===== config.mk =====
export PLATFORM = sky130hd
export DESIGN_NAME = datapath_ctrl_flat
export DESIGN_NICKNAME = d
export VERILOG_FILES = /design/src/rtl/datapath_ctrl_pkg.sv /design/src/rtl/datapath_ctrl_if.sv /design/src/rtl/datapath_ctrl_decode.sv /design/src/rtl/datapath_ctrl.sv /design/src/flat_wrapper.sv
export SDC_FILE = /design/constraint.sdc
export NUM_CORES = 1
export LEC_CHECK = 0
export ABC_CLOCK_PERIOD_IN_PS = 3100
export BUFFER_PORTS_ARGS = -buffer_cell sky130_fd_sc_hd__buf_2
export CAP_MARGIN = 20
export CORE_MARGIN = 1
export CORE_UTILIZATION = 52
export DETAILED_ROUTE_END_ITERATION = 6
export PLACE_DENSITY = 0.93
export SYNTH_ARGS = -nofsm -noshare
export SYNTH_HDL_FRONTEND = slang
export SYNTH_SLANG_ARGS = --single-unit

===== constraint.sdc =====
create_clock -name clk -period 3.1 [get_ports clk]
set_clock_uncertainty 0.05 [all_clocks]
set_input_delay 0.31 -clock clk [delete_from_list [all_inputs] [get_ports clk]]
set_output_delay 0.31 -clock clk [all_outputs]
set_load 0.02 [all_outputs]

===== src/rtl/datapath_ctrl_pkg.sv =====
// datapath_pkg: shared definitions for the instruction sequencer and its
// decoder. Holds the sequencer state encoding, ALU opcode constants, flag
// bit positions and instruction field positions.
//
// Instruction word layout:
//   [15:12] op_hi    0 = register form, otherwise the ALU opcode (immediate form)
//   [11:8]  rdest    destination register / port A address
//   [7:4]   op_ext   ALU opcode for register form (0 = NOP)
//   [3:0]   rsrc     source register / port B address
//   [7:0]   immediate (immediate form only)
package datapath_pkg;

  typedef enum logic [1:0] {
    IDLE = 2'd0,
    READ = 2'd1,
    EXEC = 2'd2,
    WB   = 2'd3
  } ctrlStateT;

  localparam logic [3:0] OP_REG  = 4'h0;  // op_hi value selecting register form
  localparam logic [3:0] OP_ADD  = 4'h5;
  localparam logic [3:0] OP_CMP  = 4'hB;  // updates flags, never writes back
  localparam logic [3:0] EXT_NOP = 4'h0;

  // Flag vector is ordered {C, L, F, Z, N}
  localparam int FLAG_C = 4;
  localparam int FLAG_L = 3;
  localparam int FLAG_F = 2;
  localparam int FLAG_Z = 1;
  localparam int FLAG_N = 0;

  localparam int OP_HI_LSB  = 12;
  localparam int RDEST_LSB  = 8;
  localparam int OP_EXT_LSB = 4;
  localparam int RSRC_LSB   = 0;
  localparam int IMM_LSB    = 0;
  localparam int IMM_W      = 8;

  function automatic logic [3:0] field4(input logic [15:0] word, input int lsb);
    return word[lsb +: 4];
  endfunction

endpackage


===== src/rtl/datapath_ctrl_if.sv =====
// datapath_ctrl_if: instruction handshake plus the control bus toward the
// regfile/ALU pair.
//   slave  : the sequencer side (takes instructions and ALU flags, drives
//            every regfile/ALU control signal and status)
//   master : the environment side (instruction source and datapath)
// Signals: instr/instr_valid/instr_ready handshake, alu_flags, raddr_a,
// raddr_b, alu_opcode, immediate, imm_sel, alu_cin, reg_en, busy, done, psr.
interface datapath_ctrl_if #(
  parameter int NREGS = 16,
  parameter int FLAGW = 5
);
  logic [15:0]      instr;
  logic             instr_valid;
  logic             instr_ready;
  logic [FLAGW-1:0] alu_flags;
  logic [3:0]       raddr_a;
  logic [3:0]       raddr_b;
  logic [3:0]       alu_opcode;
  logic [7:0]       immediate;
  logic             imm_sel;
  logic             alu_cin;
  logic [NREGS-1:0] reg_en;
  logic             busy;
  logic             done;
  logic [FLAGW-1:0] psr;

  modport slave (
    input  instr, instr_valid, alu_flags,
    output instr_ready, raddr_a, raddr_b, alu_opcode, immediate, imm_sel,
           alu_cin, reg_en, busy, done, psr
  );

  modport master (
    output instr, instr_valid, alu_flags,
    input  instr_ready, raddr_a, raddr_b, alu_opcode, immediate, imm_sel,
           alu_cin, reg_en, busy, done, psr
  );
endinterface


===== src/rtl/datapath_ctrl_decode.sv =====
// instr_decode: purely combinational decode of the captured instruction
// register into datapath controls.
// Ports:
//   instrReg   in  16  captured instruction word
//   aluOpcode  out 4   ALU operation select
//   immSel     out 1   1 = immediate drives ALU operand B
//   immediate  out 8   immediate field (0 in register form)
//   raddrA     out 4   port A address (rdest)
//   raddrB     out 4   port B address (rsrc)
//   wbEn       out 1   instruction writes rdest in WB
//   flagEn     out 1   instruction updates the flags
module instr_decode
  import datapath_pkg::*;
(
  input  logic [15:0] instrReg,
  output logic [3:0]  aluOpcode,
  output logic        immSel,
  output logic [7:0]  immediate,
  output logic [3:0]  raddrA,
  output logic [3:0]  raddrB,
  output logic        wbEn,
  output logic        flagEn
);
  logic [3:0] opHi;
  logic [3:0] opExt;
  logic       regForm;
  logic       isNop;

  assign opHi    = field4(instrReg, OP_HI_LSB);
  assign opExt   = field4(instrReg, OP_EXT_LSB);
  assign regForm = (opHi == OP_REG);
  assign isNop   = regForm && (opExt == EXT_NOP);

  assign raddrA    = field4(instrReg, RDEST_LSB);
  assign raddrB    = field4(instrReg, RSRC_LSB);
  assign aluOpcode = regForm ? opExt : opHi;
  assign immSel    = !regForm;
  assign immediate = regForm ? 8'h00 : instrReg[IMM_LSB +: IMM_W];

  // CMP may arrive in either form; it only ever touches the flags.
  assign wbEn   = !isNop && (aluOpcode != OP_CMP);
  assign flagEn = !isNop;
endmodule


===== src/rtl/datapath_ctrl.sv =====
// datapath_ctrl: instruction sequencer for the 16-bit regfile/ALU datapath.
// Accepts one instruction per handshake in IDLE, then walks
// READ -> EXEC -> WB -> IDLE, pulsing the one-hot register write enable
// and done in WB.
// Ports:
//   clk    in  system clock, rising edge
//   reset  in  synchronous, active-low reset
//   bus    datapath_ctrl_if.slave (handshake, ALU flags, regfile/ALU controls)
// Parameters: NREGS (reg_en width), FLAGW (flag width, {C,L,F,Z,N}).
// Optional feature macro: DATAPATH_CTRL_PSR_EN enables the processor-status
// register and carry-in from it; without it psr and alu_cin are tied to 0.
module datapath_ctrl
  import datapath_pkg::*;
#(
  parameter int NREGS = 16,
  parameter int FLAGW = 5
) (
  input logic            clk,
  input logic            reset,
  datapath_ctrl_if.slave bus
);
  ctrlStateT        state;
  logic [15:0]      instrReg;
  logic [NREGS-1:0] regEn;
  logic             doneReg;
  logic             busyReg;
  logic             readyReg;

  logic [3:0] aluOpcode;
  logic       immSel;
  logic [7:0] immediate;
  logic [3:0] raddrA;
  logic [3:0] raddrB;
  logic       wbEn;
  logic       flagEn;

`ifdef DATAPATH_CTRL_PSR_EN
  logic [FLAGW-1:0] psrReg;
`endif

  instr_decode uDecode (
    .instrReg (instrReg),
    .aluOpcode(aluOpcode),
    .immSel   (immSel),
    .immediate(immediate),
    .raddrA   (raddrA),
    .raddrB   (raddrB),
    .wbEn     (wbEn),
    .flagEn   (flagEn)
  );

  always_ff @(posedge clk) begin
    if (!reset) begin
      state    <= IDLE;
      instrReg <= '0;
      regEn    <= '0;
      doneReg  <= 1'b0;
      busyReg  <= 1'b0;
      readyReg <= 1'b1;
`ifdef DATAPATH_CTRL_PSR_EN
      psrReg   <= '0;
`endif
    end else begin
      case (state)
        // Accept: the instruction register is the only place instr is seen
        IDLE: begin
          if (bus.instr_valid) begin
            instrReg <= bus.instr;
            busyReg  <= 1'b1;
            readyReg <= 1'b0;
            state    <= READ;
          end
        end
        // Operands settle on the decoded addresses
        READ: state <= EXEC;
        // ALU result stable; load WB strobes and flags for the next cycle
        EXEC: begin
          regEn   <= wbEn ? (NREGS'(1) << raddrA) : '0;
          doneReg <= 1'b1;
`ifdef DATAPATH_CTRL_PSR_EN
          if (flagEn) psrReg <= bus.alu_flags;
`endif
          state   <= WB;
        end
        // Write commits at the end of this cycle
        WB: begin
          regEn    <= '0;
          doneReg  <= 1'b0;
          busyReg  <= 1'b0;
          readyReg <= 1'b1;
          state    <= IDLE;
        end
        default: state <= IDLE;
      endcase
    end
  end

  assign bus.instr_ready = readyReg;
  assign bus.raddr_a     = raddrA;
  assign bus.raddr_b     = raddrB;
  assign bus.alu_opcode  = aluOpcode;
  assign bus.immediate   = immediate;
  assign bus.imm_sel     = immSel;
  assign bus.reg_en      = regEn;
  assign bus.busy        = busyReg;
  assign bus.done        = doneReg;

`ifdef DATAPATH_CTRL_PSR_EN
  assign bus.psr     = psrReg;
  assign bus.alu_cin = psrReg[FLAG_C];
`else
  logic unusedFlags;
  assign unusedFlags = ^{bus.alu_flags, flagEn};
  assign bus.psr     = '0;
  assign bus.alu_cin = 1'b0;
`endif
endmodule


===== src/flat_wrapper.sv =====
// flat-port wrapper written by rule: the top's interface ports become plain ports
module datapath_ctrl_flat import datapath_pkg::*;
#(
  parameter int NREGS = 16,
  parameter int FLAGW = 5
)
  (clk, reset, bus_instr, bus_instr_valid, bus_alu_flags, bus_instr_ready, bus_raddr_a, bus_raddr_b, bus_alu_opcode, bus_immediate, bus_imm_sel, bus_alu_cin, bus_reg_en, bus_busy, bus_done, bus_psr);
  datapath_ctrl_if #(.NREGS(NREGS), .FLAGW(FLAGW)) bus_i ();
  input logic clk;
  input logic reset;
  input wire logic [$bits(bus_i.instr)-1:0] bus_instr;
  input wire logic [$bits(bus_i.instr_valid)-1:0] bus_instr_valid;
  input wire logic [$bits(bus_i.alu_flags)-1:0] bus_alu_flags;
  output wire logic [$bits(bus_i.instr_ready)-1:0] bus_instr_ready;
  output wire logic [$bits(bus_i.raddr_a)-1:0] bus_raddr_a;
  output wire logic [$bits(bus_i.raddr_b)-1:0] bus_raddr_b;
  output wire logic [$bits(bus_i.alu_opcode)-1:0] bus_alu_opcode;
  output wire logic [$bits(bus_i.immediate)-1:0] bus_immediate;
  output wire logic [$bits(bus_i.imm_sel)-1:0] bus_imm_sel;
  output wire logic [$bits(bus_i.alu_cin)-1:0] bus_alu_cin;
  output wire logic [$bits(bus_i.reg_en)-1:0] bus_reg_en;
  output wire logic [$bits(bus_i.busy)-1:0] bus_busy;
  output wire logic [$bits(bus_i.done)-1:0] bus_done;
  output wire logic [$bits(bus_i.psr)-1:0] bus_psr;
  assign bus_i.instr = bus_instr;
  assign bus_i.instr_valid = bus_instr_valid;
  assign bus_i.alu_flags = bus_alu_flags;
  assign bus_instr_ready = bus_i.instr_ready;
  assign bus_raddr_a = bus_i.raddr_a;
  assign bus_raddr_b = bus_i.raddr_b;
  assign bus_alu_opcode = bus_i.alu_opcode;
  assign bus_immediate = bus_i.immediate;
  assign bus_imm_sel = bus_i.imm_sel;
  assign bus_alu_cin = bus_i.alu_cin;
  assign bus_reg_en = bus_i.reg_en;
  assign bus_busy = bus_i.busy;
  assign bus_done = bus_i.done;
  assign bus_psr = bus_i.psr;
  datapath_ctrl #(.NREGS(NREGS), .FLAGW(FLAGW)) u_core (.clk(clk), .reset(reset), .bus(bus_i));
endmodule

==> After elaboration in Yosys (flattened, before gate mapping) <==
Cells that the tools add are included.
{ "totals": {"memories": 0, "rom_bits": 0, "register_bits": 37, "output_inout_bits": 46, "ram_bits": 0, "latch_bits": 0, "word_cells": 34} }
{ "classes": {"n_shift": 1, "n_reduce_logical": 11, "multipliers": 0, "n_div": 0, "bitwise": 0, "mux": 11, "addsub": 0, "eq_ne": 5, "magnitude_cmp": 0} }
{ "op_table": {"columns": ["operator", "n"], "rows": [
  ["$pmux 16 s2", 1],
  ["$mux 16", 1],
  ["$shl 1x4->16 const A", 1],
  ["$logic_not 4->1", 2],
  ["$mux 8", 1],
  ["$pmux 2 s4", 1],
  ["$pmux 1 s2", 3],
  ["$eq 2x2->1 const B", 2],
  ["$mux 4", 1],
  ["$ne 4x4->1 const B", 1],
  ["$reduce_and 2->1", 2],
  ["$reduce_bool 2->1", 2],
  ["$eq 2x1->1 const B", 1],
  ["$logic_and 1x1->1", 2],
  ["$logic_not 1->1", 2],
  ["$logic_not 2->1", 1],
  ["$mux 1", 2],
  ["$mux 2", 1],
  ["$ne 2x2->1 const B", 1]
]} }

==> Longest topological paths before layout <==
{ "depth": {"word_depth": 6, "depth_mapped": 7} }

==> Modules after synthesis <==
A second synthesis with hierarchy kept.
{ "unflattened": {"hier_cells": 181, "hier_area_um2": 1642.8} }
{ "by_module_without_submodules": {"columns": ["mod", "seq_area_each_um2", "area_per_inst_um2", "n_inst", "cells_per_inst"], "rows": [
  ["datapath_ctrl", 740.7, 1423.9, 1, 152],
  ["instr_decode", 0.0, 219.0, 1, 29]
]} }

==> Worst setup path after synthesis <==
No wires, ideal clock.
{ "synth_timing": {"kind": "flip-flop to flip-flop", "from": "reg u_core.instrReg[12]", "to": "reg u_core.regEn[10], in the netlist u_core.bus.reg_en[10]", "stages_incl_launch_ff": 6, "arrival_ps": 1389, "setup_slack_ps": 1546, "required_time_ps": 2936, "setup_ps": 114, "period_less_slack_ps": 1554, "path_cell_list": "dfxtp_1 nor4_4 inv_2 a211oi_4 buf_8 o21ai_2"} }
{ "synth_via": {"elab_chain_len": 6, "word_cells_on_any_way": 8} }
{ "synth_lines": {"columns": ["item", "line_no", "rtl"], "rows": [
  ["from (decl)", "datapath_ctrl.sv:23", "logic [15:0] instrReg;"],
  ["from (signal assigned)", "datapath_ctrl.sv:68", "instrReg <= bus.instr;"],
  ["$logic_not 4->1", "datapath_ctrl_decode.sv:31", "assign regForm = (opHi == OP_REG);"],
  ["$mux 4 or $logic_and 1x1->1 (tied branches)", "datapath_ctrl_decode.sv:36, datapath_ctrl_decode.sv:32", null],
  ["$ne 4x4->1 or $logic_not 1->1 (tied branches)", null, null],
  ["$logic_and 1x1->1 *", "datapath_ctrl_decode.sv:41", "assign wbEn = !isNop && (aluOpcode != OP_CMP);"],
  ["$mux 16 *", "datapath_ctrl.sv:78", "regEn <= wbEn ? (NREGS'(1) << raddrA) : '0;"],
  ["$pmux 16 s2 *", "datapath_ctrl.sv:64", "case (state)"],
  ["to (signal assigned)", "datapath_ctrl.sv:78", null],
  ["to (decl)", "datapath_ctrl.sv:24", "logic [NREGS-1:0] regEn;"]
]} }
Every way passes the cells marked *; elsewhere a longest branch is shown, timed or not.
A chain may end at the register's enable or synchronous reset.

==> Final worst setup path <==
{ "layout_timing": {"from": "reg u_core.instrReg[12]", "to": "reg u_core.regEn[0], in the netlist u_core.bus.reg_en[0]"} }
Same word-level chain as after synthesis.

==> metrics.cfg <==
[floorplan]
chipHeight_microns = 60.9
floorplan.die_area_sq_mm = 0.00371
core_region_area_sq_mm = 0.00334
number_of_placement_rows = 21
io_pins = 70
die-width_microns = 60.9
floorplan.initialDensity_pct = 54.1

[synth]
synth-seq-area-share_pct = 41.1
ys_types = 38
netlist_top_cells_count = sky130_fd_sc_hd__nand2_1, sky130_fd_sc_hd__dfxtp_1, sky130_fd_sc_hd__a21boi_0
synthesis.area_sq_mm = 0.00180
synthDominantCellAreaShare_pct = 41.1
synth_top_area_cell = sky130_fd_sc_hd__dfxtp_1
postSynthRegisterBits = 37
avgSynthCellArea_sq_um = 8.67
synth_edf_count = 0
share_of_async_settable_or_async_resettable_flops_after_synthesis_pct = 0
synth.most_common_cell = sky130_fd_sc_hd__nand2_1
synthCells = 208
yosys_most_used_dff = sky130_fd_sc_hd__dfxtp_1
synthTopCellsByArea = sky130_fd_sc_hd__dfxtp_1, sky130_fd_sc_hd__nand2_1, sky130_fd_sc_hd__a21boi_0, sky130_fd_sc_hd__buf_4, sky130_fd_sc_hd__o21ai_2
yosysWarnings = 0

[route]
route.vias.total = 1521
first_pass_iters = 4
detail_route.wirelength_mm = 3.59
remaining_routing_drc_violations = 0
avgViaCountPerCell = 5.09
first_drt_iteration_drcs = 87
wl_per_cell_microns = 12.0
antenna_left = 0

[final_layout]
design.final.nets = 280
post_route_cells_drive_above_1_share_pct = 35.6
layout.cells.non_filler = 299
multi_input_area_sq_um = 911
insertedDiodeCount = 0
register_area_sq_um = 741
flow.area_growth_from_synthesis_pct = 14.5
num-fill-cells = 319

[grt]
globalRoute.totalOverflow = 0
grt_first_pass_wirelength_mm = 5.60
number_of_antenna_violations_at_the_first_check_in_global_routing = 0
grt_pass1_vias = 1295
grt_start_max_net_pins = 36
grt.total_usage_pct = 21.2

[placement]
dp_hpwl_mm = 2.59
dp.cells = 292
finalWeightedCongestion = 0.775
port-buffer-count = 58

[power]
total_leakage_power_uw = 0.000944
irDropWorstVdd_mv = 0.461
cellPowerDensity_mw_per_mm2 = 725
pwr-share-clk_pct = 17.3
pwr-share-comb_pct = 41.0
swShare_pct = 42.7
sequentialPowerShare_pct = 41.7
p_int_uw = 858
power_switching_uw = 639

[clock_tree]
cts-root-buf = sky130_fd_sc_hd__clkbuf_4
holdBufCountCts = 0
clk_transition_reported_paths_ps = 110
cts_tree = built
cts-buffers-inserted = 5
numClockSinks = 37
clock_tree.buffer_depth = 2
htreeDepth = 2
cts_setup_buffers = 0
insertion_delay_ps = 340
post_cts_resize_count = 0

[critical_path]
critPathArrivalTime_ps = 2180
timing.setup.critical_path_class = register to register
critical_path.endpoint_type = register
timing.critical_path.required_ps = 3240
critical_path_start_type = register
timing.critical_path.fanout_max = 16

[sta]
finalSetupViolCount = 0
shortest_clock_period_the_worst_path_allows_after_layout_ps = 2040
achievable-frequency_mhz = 489
layout_worst_path_cycle_share_pct = 65.9
rsz0062_at_grt = false
endpoints_failing_hold = 0
timing.final.max_slew_violations = 0
worst_slew_margin_rel_pct = 39.1
transition_time_at_the_pin_with_the_least_slew_margin_ps = 909
fin_tns_setup_ps = 0
timing.hold.ws_ps = 156

[job]
maxCapViolCount = 0

[run_status]
status = finished, final reports clean

[worst_hold_path]
hold_path_class = input port to register

power groups by stage:
stage	Sequential (uW)	Combinational (uW)	Clock, uW
2_1_floorplan	646	499	0
3_3_place_gp	631	598	0
3_5_place_dp	636	617	0
4_1_cts	626	620	263
5_1_grt	637	675	293
6_report	625	614	259
path summary, 6_finish.rpt:
path	cells after the start	slack, ps	endpoint	startpoint
min	3	160	u_core.instrReg[4]	bus_instr[4]
min reg2reg	2	400	u_core.bus.reg_en[15]	u_core.bus.reg_en[15]
max	4	1060	u_core.bus.reg_en[0]	u_core.instrReg[12]
max reg2reg	4	1060	u_core.bus.reg_en[0]	u_core.instrReg[12]
worst max-delay path: stages, from the launching register on:
cell and delay (ps):
sky130_fd_sc_hd__dfxtp_1 390, sky130_fd_sc_hd__nor4_4 370, sky130_fd_sc_hd__inv_2 160, sky130_fd_sc_hd__a211oi_4 700
sky130_fd_sc_hd__o21ai_0 210
placed cells by master, fill, tap and decap left out, types with 2 or more instances in the layout:
cell type                  synthesis  final
sky130_fd_sc_hd__nand2_1          50     50
sky130_fd_sc_hd__and2_2            8      8
sky130_fd_sc_hd__nand4_1          12     12
sky130_fd_sc_hd__nor2_1            4      4
sky130_fd_sc_hd__nor2b_1           3      3
sky130_fd_sc_hd__ha_1              3      3
sky130_fd_sc_hd__o31ai_1           4      4
sky130_fd_sc_hd__o21ai_2          10     10
sky130_fd_sc_hd__inv_1             2      2
sky130_fd_sc_hd__buf_2             2     58
sky130_fd_sc_hd__a21boi_0         17     17
sky130_fd_sc_hd__o21ai_0           4      4
sky130_fd_sc_hd__a21oi_1           2      2
sky130_fd_sc_hd__clkbuf_4          0      5
sky130_fd_sc_hd__dfxtp_1          37     37
sky130_fd_sc_hd__a21o_2            3      3
sky130_fd_sc_hd__conb_1            1      6
sky130_fd_sc_hd__nand3_1           5      5
per-stage QoR:
step	utilization, %	total power (uW)	cell area [sq um]	setup WS [ps]
3_5_place_dp	60.3	1250	2010	1050
5_1_grt	61.9	1600	2070	862
2_1_floorplan	-	1140	1820	1550
4_1_cts	61.9	1510	2070	1020
3_3_place_gp	60.3	1230	2010	1140
6_report	61.9	1500	2070	1060
registers in the layout (all words and copies together), names as in the netlist:
name / count
u_core.bus.instr_ready: 1
u_core.state: 2
u_core.bus.done: 1
u_core.bus.reg_en: 16
u_core.instrReg: 16
u_core.bus.busy: 1
metal layers:
layer	global-route usage, %	share of wire [%]	up-vias
li1	-	-	778
met1	23.1	45	696
met2	37.2	50	41
met3	7.46	4.5	6
met4	9.09	0.84	0
met5	0	0	-
layout make-up:
class                   instances  share of cell area, %
clock buffers                   7                   2.67
repair buffers                 58                   14.1
multi-input cells             148                   44.1
well taps                      46                   2.79
flip-flops and latches         37                   35.9
inverters                       3                  0.545
kinds of logic (layout without fill, tap and decap cells):
family,after synthesis,after routing,synth area share (%)
flip-flops,37,37,41.1
multiplexers,1,1,0.555
other,1,6,0.208
AO/OA/AOI/OAI,43,43,18.7
buffers and inverters,28,68,9.50
AND/OR/NAND/NOR,95,95,27.9
adder cells (fa/ha/maj),3,3,2.08
Power figures use the tool's default switching activity.
